File: config.mk
export PLATFORM = sky130hd
export DESIGN_NAME = fifo_read_ctrl
export DESIGN_NICKNAME = d
export VERILOG_FILES = /design/src/rtl/fifo_read_ctrl.sv
export SDC_FILE = /design/constraint.sdc
export NUM_CORES = 1
export LEC_CHECK = 0
export ABC_AREA = 1
export CAP_MARGIN = 20
export CORE_MARGIN = 2
export CORE_UTILIZATION = 35
export DETAILED_ROUTE_END_ITERATION = 6
export GPL_TIMING_DRIVEN = 0
export PLACE_DENSITY = 0.58
export SLEW_MARGIN = 40
export SYNTH_ARGS = -nofsm -noshare
export SYNTH_HDL_FRONTEND = slang
export SYNTH_SLANG_ARGS = --single-unit
export TNS_END_PERCENT = 30
File: constraint.sdc
create_clock -name r_clk -period 4.4 [get_ports r_clk]
set_clock_uncertainty 0.1 [all_clocks]
set_input_delay 0.66 -clock r_clk [delete_from_list [all_inputs] [get_ports r_clk]]
set_output_delay 0.66 -clock r_clk [all_outputs]
set_load 0.01 [all_outputs]
File: src/rtl/fifo_read_ctrl.sv
// Read-domain controller of the asynchronous FIFO.
// Brings the write pointer into r_clk through a two-flop synchroniser and
// derives empty and rd_level from it. Issues reads to the registered-output
// memory and hides that one-cycle latency behind a two-entry skid buffer.
// Returns the Gray-coded read pointer to the write domain.
module fifo_read_ctrl #(
   parameter int ADDR_W = 4,
   parameter int DATA_W = 16
) (
   input  logic              r_clk,
   input  logic              r_rst_n,
   input  logic [ADDR_W:0]   w_ptr_gray,
   output logic [ADDR_W:0]   r_ptr_gray,
   output logic [ADDR_W-1:0] mem_r_add,
   output logic              mem_r_en,
   output logic              mem_empty,
   input  logic [DATA_W-1:0] mem_r_data,
   output logic [DATA_W-1:0] m_data,
   output logic              m_valid,
   input  logic              m_ready,
   output logic              empty,
   output logic [ADDR_W:0]   rd_level
);

   localparam int PW = ADDR_W + 1;

   logic [PW-1:0]     wq1_gray;
   logic [PW-1:0]     wq2_gray;
   logic [PW-1:0]     wq2_bin;
   logic [PW-1:0]     rbin;
   logic [PW-1:0]     rbin_next;
   logic [PW-1:0]     rgray_next;
   logic              inflight;
   logic [1:0]        occ;
   logic [DATA_W-1:0] buf_tail;
   logic              pop;
   logic [2:0]        commit;

   // Two-flop synchroniser; w_ptr_gray is sampled nowhere else in r_clk
   always_ff @(posedge r_clk or negedge r_rst_n) begin
      if (!r_rst_n) begin
         wq1_gray <= '0;
         wq2_gray <= '0;
      end else begin
         wq1_gray <= w_ptr_gray;
         wq2_gray <= wq1_gray;
      end
   end

   // Gray to binary: each binary bit is the XOR of all Gray bits at or above it
   always_comb begin
      wq2_bin = '0;
      for (int i = 0; i < PW; i++) begin
         wq2_bin[i] = ^(wq2_gray >> i);
      end
   end

   // Issue a read only while the words already owed to the buffer leave room
   always_comb begin
      pop        = m_valid & m_ready;
      commit     = {1'b0, occ} + {2'b00, inflight} - {2'b00, pop};
      mem_r_en   = ~empty & (commit < 3'd2);
      rbin_next  = rbin + {{ADDR_W{1'b0}}, mem_r_en};
      rgray_next = rbin_next ^ (rbin_next >> 1);
   end

   assign mem_r_add = rbin[ADDR_W-1:0];
   assign mem_empty = empty;
   assign m_valid   = (occ != 2'd0);
   assign rd_level  = wq2_bin - rbin;

   // Read pointer, its Gray copy, the empty flag and the read-latency tracker
   always_ff @(posedge r_clk or negedge r_rst_n) begin
      if (!r_rst_n) begin
         rbin       <= '0;
         r_ptr_gray <= '0;
         empty      <= 1'b1;
         inflight   <= 1'b0;
      end else begin
         rbin       <= rbin_next;
         r_ptr_gray <= rgray_next;
         empty      <= (rgray_next == wq2_gray);
         inflight   <= mem_r_en;
      end
   end

   // Two-entry in-order skid buffer; m_data is the head, buf_tail the second slot
   always_ff @(posedge r_clk or negedge r_rst_n) begin
      if (!r_rst_n) begin
         occ      <= 2'd0;
         m_data   <= '0;
         buf_tail <= '0;
      end else begin
         case ({inflight, pop})
            2'b11: begin
               if (occ == 2'd2) begin
                  m_data   <= buf_tail;
                  buf_tail <= mem_r_data;
               end else begin
                  m_data <= mem_r_data;
               end
            end
            2'b10: begin
               if (occ == 2'd0) begin
                  m_data <= mem_r_data;
               end else begin
                  buf_tail <= mem_r_data;
               end
               occ <= occ + 2'd1;
            end
            2'b01: begin
               m_data <= buf_tail;
               occ    <= occ - 2'd1;
            end
            default: begin
               occ <= occ;
            end
         endcase
      end
   end

endmodule

==> summary.txt <==
Status
  – Status: completed

Worst setup path
  – Reg2Reg Setup Slack: around 690 ps
  – WS Path Type: in -> out
  – CP max-delay cell: clkdlybuf4s50_1
  – Crit path cell chain: clkdlybuf4s50_1 > inv_1 > nor2_1 > nand2_1 > buf_4 > buf_2 > inv_1 > fa_1 > o21ai_0 > a211oi_1 > clkdlybuf4s50_1
  – Startpoint types: input port
  – Reg2reg path depth: 19
  – WP data required: approximately 3600 ps
  – Worst r2r dst: empty$_DFF_PN1_
  – Crit path arrival time: around 3400 ps
  – Critical Path End Type: primary output
  – CP peak stage delay: around 620 ps
  – Crit path max fanout: 10
  – Worst R2R Start: occ[0]$_DFFE_PN0N_

Power
  – P per Cell Area: approximately 800 nW/um^2
  – Switching Fraction: 0.414
  – Seq pwr share: 0.317
  – Pleak: ~1.6 nW
  – Worst VDD drop: ~0.24 mV
  – Clk pwr share: 0.112
  – Internal: 1.60 mW
  – Comb power frac: 0.572
  – Net Sw Power: 1.13 mW

Clock tree
  – Hold buffers post-CTS: 0
  – Post-CTS Resized: 0
  – Clk sink count: between 50 and 60
  – Clock root cell: clkbuf_8
  – Total CTS buffers: 5
  – H-Tree Level Count: 2
  – CTS tree: built
  – Clock-pin slew on the worst setup and hold paths: 100 ps
  – CTS Buffer Depth: 2
  – Worst-skew pair later-pin latency: slightly above 300 ps
  – Setup bufs post-CTS: 0

Timing
  – Total Neg Setup Slack: 0 ps
  – RSZ-0062 raised after global routing: no
  – Slew Viols, Final: 0
  – Tmin final: roughly 4200 ps
  – Worst rel slew slack: 0.636
  – Final-report setup violation count: 0
  – Fin crit share: 0.946
  – Worst Tran Pin Value: between 500 and 600 ps
  – Final hold violation count: 0
  – Max Clk Rate: 240 MHz

Synthesis
  – Instance count of the mapped netlist: 284
  – Top_reg_cell synth: dfrtp_1
  – Synthesized flop and latch total: 55
  – Post-Synthesis Cell Area: approximately 2600 um^2
  – Yosys cell types: 27
  – Top cell type's share of synthesized area: 0.521
  – Synth Net Count: roughly 320
  – Leading area contributor after synthesis: dfrtp_1
  – Seq/Total Area, Yosys: 0.531
  – Syn_area_per_cell: 9.13 um^2
  – Synth top area cells: dfrtp_1 52%, nand2_1 9.0%, nand3_1 8.1%
  – Number of synthesized flops with an enable pin: 0
  – Async SR Flop Fraction: 1.00
  – Yosys warnings: 0

Floorplanning
  – Initial core utilization: 0.360
  – Rows: 31
  – Chip Width: 90.1 um
  – Core area: 7210 um^2
  – I/O Pins: 58
  – Die Ht: ~90 um
  – Die ar.: between 8000 and 9000 um^2

Route
  – Via/cell ratio: 4.65
  – DRT Wirelength: approximately 5600 um
  – Vias: between 2000 and 2500
  – DRT Pass-1 Iters: 4
  – 1st-iter DRT viols: 100
  – DRC Markers: 0
  – WL/cell: around 12 um
  – ANT nets after route: 0

Final layout
  – Synth-to-layout area growth: 31.5%
  – Share of cells above drive strength 1: 0.103
  – Multi-input logic area: 1060 um^2
  – Storage cell area: approximately 1400 um^2
  – Layout Nets: 381
  – Layout Cells excl Fill: 449
  – FILL cells: around 720
  – # diodes: 0

Place
  – Detailed Place HPWL: slightly above 4000 um
  – Inst Count DP: ~440
  – Port Buffer Count: 57
  – Gpl congestion: 0.785

Global route
  – Largest net degree at the start of global routing: 42
  – Total GRT Usage: 0.147
  – Initial antenna violation count: 0
  – Grt total ovfl: 0
  – Vias in the first global route: roughly 2100
  – Global-route wire length before repair: just under 10000 um

Hold path
  – Worst Hold Class: in -> async

Run
  – # Max-Cap Violations: 0
## power groups by stage
stage               clock network, mW  registers (mW)  logic [mW]
floorplan                           0           0.912       0.904
global placement                    0           0.871        1.56
detailed placement                  0           0.877        1.57
CTS                             0.319           0.867        1.58
global route                    0.339           0.895        1.75
finish                          0.305           0.865        1.56
## flip-flops by register name (all words and copies together) (netlist names)
name,cells
inflight,1
buf_tail,16
r_ptr_gray,5
empty,1
occ,2
m_data,16
wq1_gray,5
rbin,4
wq2_gray,5
## stage by stage
step | cell area, um^2 | total power, mW | setup WS, ps | hold WS (ps) | utilization
floorplan | 2590 | 1.82 | 851 | 231 | -
global placement | 3290 | 2.43 | 97.5 | 233 | 0.456
detailed placement | 3310 | 2.45 | 95.8 | 239 | 0.458
CTS | 3410 | 2.77 | 194 | 84.4 | 0.473
global route | 3410 | 2.99 | 57.3 | 78.5 | 0.473
finish | 3410 | 2.73 | 237 | 91.5 | 0.473
## cells in the mapped netlist, types with 2 or more instances
cell type,count
a21oi_1,35
buf_2,4
buf_4,2
buf_6,2
dfrtp_1,54
fa_1,2
ha_1,6
inv_1,22
inv_2,4
mux2_2,6
nand2_1,62
nand2_2,2
nand3_1,42
nand4_1,2
nor2_1,20
o21ai_0,2
xnor2_1,2
xor2_1,6
## cell usage in the layout, fill, tap and decap left out, drive strengths merged, types with 6 or more instances in the layout
master / count
a21oi: 35
buf: 10
clkbuf: 8
clkdlybuf4s50: 56
dfrtp: 54
ha: 6
inv: 26
mux2: 7
nand2: 65
nand3: 43
nor2: 20
xor2: 6
## cell type report
cell class | instances | area share
inverter | 26 | 0.0286
timing repair buffer | 58 | 0.172
multi-input combinational | 194 | 0.310
tap | 99 | 0.0363
sequential | 55 | 0.404
buffer | 9 | 0.0180
clock inverter | 1 | 0.00220
clock buffer | 7 | 0.0283
## cells by family (layout without fill, tap and decap cells)
| logic type | Yosys count | after routing | share of synthesized area |
|---|---|---|---|
| and+or+nand+nor | 131 | 131 | 0.220 |
| DFF | 55 | 55 | 0.531 |
| AOI/OAI and AO/OA | 40 | 40 | 0.0839 |
| buffers and inverters | 35 | 101 | 0.0613 |
| adders and majority gates | 8 | 8 | 0.0444 |
| xor gates and xnor gates | 8 | 8 | 0.0270 |
| muxes | 7 | 7 | 0.0318 |
## worst max-delay path: cells and delay by family
family	cells	cell delay (ps)
AO/OA/AOI/OAI	2	410
adder cells (fa/ha/maj)	1	500
buffers and inverters	6	1680
AND/OR/NAND/NOR	2	160
## routing by layer
metal | vias to the layer above | routed length (um) | GRT usage
li1 | 1056 | - | -
met1 | 986 | 2690 | 0.196
met2 | 39 | 2550 | 0.236
met3 | 5 | 261 | 0.0427
met4 | 0 | 65 | 0.0397
met5 | - | 0 | 0
## worst max-delay path by stage
stage / end / start / depth (start not counted)
2_1_floorplan: empty$_DFF_PN1_ / m_ready / 20
3_3_place_gp: empty$_DFF_PN1_ / m_ready / 21
3_5_place_dp: empty$_DFF_PN1_ / m_ready / 20
4_1_cts: mem_r_en / m_ready / 11
5_1_grt: mem_r_en / m_ready / 11
6_report: mem_r_en / m_ready / 11
Note: power is estimated with default switching activity, not from simulation.
